`src/rtl/ad9866_arb_pkg.sv`:
```
// Shared types and defaults for the AD9866 control-command arbiter.
package ad9866_arb_pkg;

  localparam int DEF_NREQ    = 3;
  localparam int DEF_TIMEOUT = 255;
  localparam int CNT_W       = 8;

  typedef enum logic [1:0] {
    ST_IDLE  = 2'd0,
    ST_ISSUE = 2'd1,
    ST_GAP   = 2'd2
  } arb_state_t;

  // Index width that stays legal for a single requester.
  function automatic int idx_width(input int n);
    return (n > 1) ? $clog2(n) : 1;
  endfunction

endpackage

```
`src/rtl/ad9866_cmd_arb_rr_pick.sv`:
```
// Round-robin pick: first requester at or after last_grant+1, wrapping to 0.
module rr_pick
  import ad9866_arb_pkg::*;
#(
  parameter int NREQ = DEF_NREQ
) (
  input  logic [NREQ-1:0]                req,
  input  logic [idx_width(NREQ)-1:0]     last_grant,
  output logic                           valid,
  output logic [idx_width(NREQ)-1:0]     idx
);

  localparam int IDX_W = idx_width(NREQ);

  int               cand;
  logic [IDX_W-1:0] cand_idx;

  // NOTE: every output and temporary gets a default before the loop so no
  // path through this block leaves a value held, which would infer a latch.
  always_comb begin
    valid    = 1'b0;
    idx      = '0;
    cand     = 0;
    cand_idx = '0;
    for (int i = 1; i <= NREQ; i++) begin
      cand     = (int'(last_grant) + i) % NREQ;
      cand_idx = IDX_W'(cand);
      if (!valid && req[cand_idx]) begin
        valid = 1'b1;
        idx   = cand_idx;
      end
    end
  end

endmodule

```
`src/rtl/ad9866_cmd_arb.sv`:
```
// Arbitrates NREQ command requesters onto the single AD9866 control slave,
// with registered command outputs, an ack timeout and a one-cycle gap.
module ad9866_cmd_arb
  import ad9866_arb_pkg::*;
#(
  parameter int NREQ    = DEF_NREQ,
  parameter int TIMEOUT = DEF_TIMEOUT
) (
  input  logic                 clk,
  input  logic                 rst,
  input  logic [6*NREQ-1:0]    rq_addr,
  input  logic [32*NREQ-1:0]   rq_data,
  input  logic [NREQ-1:0]      rq_rqst,
  output logic [NREQ-1:0]      rq_ack,
  output logic [NREQ-1:0]      rq_nak,
  output logic [5:0]           cmd_addr,
  output logic [31:0]          cmd_data,
  output logic                 cmd_rqst,
  input  logic                 cmd_ack,
  output logic                 busy
);

  localparam int               IDX_W       = idx_width(NREQ);
  localparam logic [CNT_W-1:0] TIMEOUT_CNT = CNT_W'(TIMEOUT);

  arb_state_t       state_q, state_d;
  logic [IDX_W-1:0] grant_q, grant_d;
  logic [IDX_W-1:0] last_grant_q, last_grant_d;
  logic [5:0]       addr_q, addr_d;
  logic [31:0]      data_q, data_d;
  logic             cmd_rqst_q, cmd_rqst_d;
  logic [CNT_W-1:0] cnt_q, cnt_d;
  logic [NREQ-1:0]  ack_q, ack_d;
  logic [NREQ-1:0]  nak_q, nak_d;

  logic             pick_valid;
  logic [IDX_W-1:0] pick_idx;

  rr_pick #(.NREQ(NREQ)) u_rr_pick (
    .req        (rq_rqst),
    .last_grant (last_grant_q),
    .valid      (pick_valid),
    .idx        (pick_idx)
  );

  always_comb begin
    state_d      = state_q;
    grant_d      = grant_q;
    last_grant_d = last_grant_q;
    addr_d       = addr_q;
    data_d       = data_q;
    cnt_d        = cnt_q;
    ack_d        = '0;
    nak_d        = '0;

    case (state_q)
      ST_IDLE: begin
        if (pick_valid) begin
          state_d      = ST_ISSUE;
          grant_d      = pick_idx;
          last_grant_d = pick_idx;
          addr_d       = rq_addr[int'(pick_idx)*6 +: 6];
          data_d       = rq_data[int'(pick_idx)*32 +: 32];
          cnt_d        = '0;
        end
      end
      ST_ISSUE: begin
        cnt_d = cnt_q + 1'b1;
        // An ack in the timeout cycle still wins over the nak.
        if (cmd_ack) begin
          ack_d[grant_q] = 1'b1;
          state_d        = ST_GAP;
        end else if (cnt_q == TIMEOUT_CNT) begin
          nak_d[grant_q] = 1'b1;
          state_d        = ST_GAP;
        end
      end
      ST_GAP:  state_d = ST_IDLE;
      default: state_d = ST_IDLE;
    endcase

    cmd_rqst_d = (state_d == ST_ISSUE);
  end

  // NOTE: sequential state uses non-blocking assignments so every flop samples
  // the pre-edge value of every other flop; reset covers all control and
  // output registers so nothing leaves reset undefined.
  always_ff @(posedge clk or posedge rst) begin
    if (rst) begin
      state_q      <= ST_IDLE;
      grant_q      <= '0;
      last_grant_q <= IDX_W'(NREQ - 1);
      addr_q       <= '0;
      data_q       <= '0;
      cmd_rqst_q   <= 1'b0;
      cnt_q        <= '0;
      ack_q        <= '0;
      nak_q        <= '0;
    end else begin
      state_q      <= state_d;
      grant_q      <= grant_d;
      last_grant_q <= last_grant_d;
      addr_q       <= addr_d;
      data_q       <= data_d;
      cmd_rqst_q   <= cmd_rqst_d;
      cnt_q        <= cnt_d;
      ack_q        <= ack_d;
      nak_q        <= nak_d;
    end
  end

  assign cmd_rqst = cmd_rqst_q;
  assign cmd_addr = addr_q;
  assign cmd_data = data_q;
  assign rq_ack   = ack_q;
  assign rq_nak   = nak_q;
  assign busy     = (state_q != ST_IDLE);

endmodule

```
`config.mk`:
```
export PLATFORM = sky130hd
export DESIGN_NAME = ad9866_cmd_arb
export DESIGN_NICKNAME = d
export VERILOG_FILES = /design/src/rtl/ad9866_arb_pkg.sv /design/src/rtl/ad9866_cmd_arb_rr_pick.sv /design/src/rtl/ad9866_cmd_arb.sv
export SDC_FILE = /design/constraint.sdc
export NUM_CORES = 1
export LEC_CHECK = 0
export ABC_AREA = 0
export CAP_MARGIN = 10
export CELL_PAD_IN_SITES_DETAIL_PLACEMENT = 1
export CELL_PAD_IN_SITES_GLOBAL_PLACEMENT = 1
export CORE_MARGIN = 2
export CORE_UTILIZATION = 29
export DETAILED_ROUTE_END_ITERATION = 8
export HOLD_SLACK_MARGIN = 0.12
export PLACE_DENSITY = 0.88
export SYNTH_ARGS = -nofsm -noshare
export SYNTH_HDL_FRONTEND = slang
export SYNTH_HIERARCHICAL = 1
export SYNTH_SLANG_ARGS = --single-unit
```
`constraint.sdc`:
```
create_clock -name clk -period 2.9 [get_ports clk]
set_input_delay 0.58 -clock clk [delete_from_list [all_inputs] [get_ports clk]]
set_output_delay 0.58 -clock clk [all_outputs]
set_load 0.02 [all_outputs]
```
==> results_dict.tcl <==
set metrics [dict create \
    status "completed" \
    ys_types 38 \
    routed_wl_um 10900 \
    dieWidth_um 108 \
    cts_hold_buf 0 \
    p_int_mw 2.90 \
    start_util_pct 29.4 \
    leakagePower_nw 2.17 \
    fillers 1244 \
    setup-tns-final_ns 0 \
    p_switching_mw 2.05 \
    path_buf_inv 1 \
    power_frac_clock_pct 15.8 \
    max_stage_delay_ns 0.63 \
    clock-skew-final_ns 0.0107 \
    grt_max_degree 83 \
    worstSkewPairLatency_ns 0.33 \
    crit_cells 7 \
    hold_path_depth 2 \
    cp_max_fo 41 \
    fmax_mhz 380 \
    rsz0062_at_grt "no" \
    routabilityCongestion 0.697 \
    sw_frac_of_total_pct 41.4 \
    r2r_cells 7 \
    crit_family "simple AND/OR/NAND/NOR gates" \
    cts_sinks 58 \
    grt_first_pass_wirelength_um 16400 \
    vias 3039 \
    dr.first_iter.drc_count 89 \
    r2r_slack_ns 0.27 \
    final-max-slew-violation-count 0 \
    p_per_area_nw_per_um2 960 \
    clock_path_buffers 2 \
    cts_tree "built" \
    synth-edff-count 0 \
    yosysWarnings 6 \
    finalHoldWorstSlack_ns 0.481 \
    vias_per_cell 4.96 \
    ant_nets 0 \
    path_cells "inv_1 -> ha_1 -> maj3_2 -> a21oi_1 -> or3b_4 -> nand2_1 -> o21ai_2" \
    n_antenna_cell 0 \
    overflow 0 \
    final_common_cell "clkdlybuf4s50_1" \
    drt_pass1_iterations 4 \
    ys_ff_latch 58 \
    irDropWorstVdd_mv 0.334 \
    r2r_end "cmd_data[20]$_DFFE_PP0P_" \
    critPathLaunchType "register" \
    hp-start "cmd_data[31]$_DFFE_PP0P_" \
    fin_nets 591 \
    setup_viol 0 \
    synth_area_per_cell_um2 10.3 \
    whs_endpoint "cmd_data[31]$_DFFE_PP0P_" \
    route.detailed.wl_per_inst_um 17.7 \
    drive_above_1_share_pct 8.46 \
    netlist_area_um2 3160 \
    clk_pin_slew_ns 0.07 \
    post-route-period-util_pct 90.6 \
    numCtsBuffers 9 \
    synthCells 307 \
    required_ns 3.09 \
    core-area_um2 10700 \
    grt_pass1_vias 3309 \
    drv_cap 0 \
    cts-htree-levels 3 \
    finalHoldViolations 0 \
    crit_slowest_cell "or3b_4" \
    worst_pin_slew_ns 0.616 \
    antenna_found_initial 0 \
    synth_fp_nets 430 \
    critPathCaptureType "register" \
    chipHeight_um 108 \
    port_buffers 165 \
    syn_to_final_growth_pct 63.2 \
    period_minus_slack_ns 2.63 \
    seqCellArea_um2 1450 \
    crit-reg2reg-launch "grant_q[0]$_DFFE_PP0P_" \
    min_path_type "reg2reg" \
    die-area_um2 11800 \
    synthFlopType "dfrtp_1" \
    dpl.hpwl_um 8190 \
    clock-root-buffer "clkbuf_8" \
    multiInputGateArea_um2 1560 \
    async_flop_share_pct 100 \
    cp.arrival_ns 2.82 \
    power_frac_seq_pct 27.3 \
    final_cell_mix "165 x clkdlybuf4s50_1, 57 x dfrtp_1, 55 x nand2_1" \
    drt_drc_violations_left 0 \
    pwr-share-comb_pct 56.9 \
    grt.total_usage_pct 18.1 \
    fp-row-count 38 \
    ios 166 \
    ys_seq_area_share_pct 45.9 \
    max_slew_margin_pct 58.9 \
    worstSetupPathType "reg2reg" \
]
logic make-up (layout without fill, tap and decap cells):
kind of cell	Yosys count	count (layout)	synth area share, %
AOI/OAI and AO/OA	92	92	21.0
and+or+nand+nor	82	83	11.8
DFF	58	58	45.9
muxes	44	44	14.0
buffers and inverters	27	192	5.74
adders and majority gates	4	4	1.54
sequential cells by signal, summed over array words and instances, names as in the netlist:
| register | count |
|---|---|
| cmd_data | 32 |
| last_grant_q | 1 |
| state_q | 2 |
| cmd_addr | 6 |
| grant_q | 2 |
| cnt_q | 8 |
| rq_ack | 3 |
| rq_nak | 3 |
| cmd_rqst | 1 |
how the worst max path moves through the flow:
stage | startpoint | to | slack (ns)
detailed placement | grant_q[0]$_DFFE_PP0P_ | cmd_data[13]$_DFFE_PP0P_ | 0.12
finish | grant_q[0]$_DFFE_PP0P_ | cmd_data[20]$_DFFE_PP0P_ | 0.27
global route | grant_q[0]$_DFFE_PP0P_ | cmd_data[0]$_DFFE_PP0P_ | 0.08
CTS | grant_q[0]$_DFFE_PP0P_ | cmd_data[13]$_DFFE_PP0P_ | 0.11
floorplan | grant_q[0]$_DFFE_PP0P_ | cnt_q[3]$_DFFE_PP0P_ | 0.71
global placement | rq_rqst[1] | cmd_data[13]$_DFFE_PP0P_ | 0.26
cells in the mapped netlist (2+ instances only):
cell type / instances / area [um^2]
nand4_1: 2 / 12.5
and4b_1: 2 / 20.0
a21oi_1: 3 / 15.0
a2bb2oi_1: 37 / 324
nand3_1: 2 / 10.0
a21o_1: 2 / 15.0
nor3_1: 2 / 10.0
o21ai_2: 7 / 61.3
ha_1: 3 / 37.5
a22o_1: 2 / 17.5
o21ai_1: 31 / 155
buf_2: 4 / 20.0
nor2b_1: 3 / 18.8
mux2i_1: 43 / 430
nand2_1: 55 / 206
o21ai_0: 3 / 15.0
dfrtp_1: 57 / 1430
buf_4: 2 / 15.0
buf_6: 9 / 101
clkbuf_1: 7 / 26.3
nor2_1: 7 / 26.3
nand2b_1: 4 / 25.0
inv_1: 5 / 18.8
layer usage:
layer,track usage (%),vias up,routed length [um]
li1,-,1435,-
met1,19.4,1474,3960
met2,33.3,112,5840
met3,5.42,18,784
met4,6.78,0,263
met5,0,-,0
tightest hold or removal path, cell delays in order, from the launching register on:
cell and delay [ns]:
dfrtp_1 0.34, nand2_1 0.06, o21ai_2 0.05
timing repair:
item                       in CTS  in global routing
resized for setup               0                  1
setup endpoints to repair       0                 44
setup buffers                   0                  0
power groups by stage:
stage	Sequential (mW)	Clock (mW)	Combinational (mW)
after global routing	1.40	0.851	3.08
final	1.35	0.785	2.82
after CTS	1.35	0.817	2.83
after detailed placement	1.36	0	2.83
after global placement	1.33	0	2.68
after floorplan	1.63	0	1.51
area by class of cell:
class | instances | share of cell area [%]
multi-input cells | 223 | 30.2
repair buffers | 171 | 33.8
flip-flops and latches | 58 | 28.1
clock buffers | 11 | 2.93
clock inverters | 5 | 1.19
inverters | 5 | 0.364
well taps | 140 | 3.39
stage by stage:
step / total power [mW] / area (um^2) / utilization (%) / cells / setup WS, ns
finish: 4.96 / 5160 / 48.0 / 613 / 0.272
global route: 5.33 / 5160 / 48.0 / 613 / 0.0781
CTS: 4.99 / 5150 / 47.9 / 612 / 0.109
detailed placement: 4.18 / 4940 / 46.0 / 596 / 0.125
global placement: 4.01 / 4940 / 46.0 / 596 / 0.265
floorplan: 3.14 / 3160 / - / 307 / 0.709
Power figures use the tool's default switching activity.
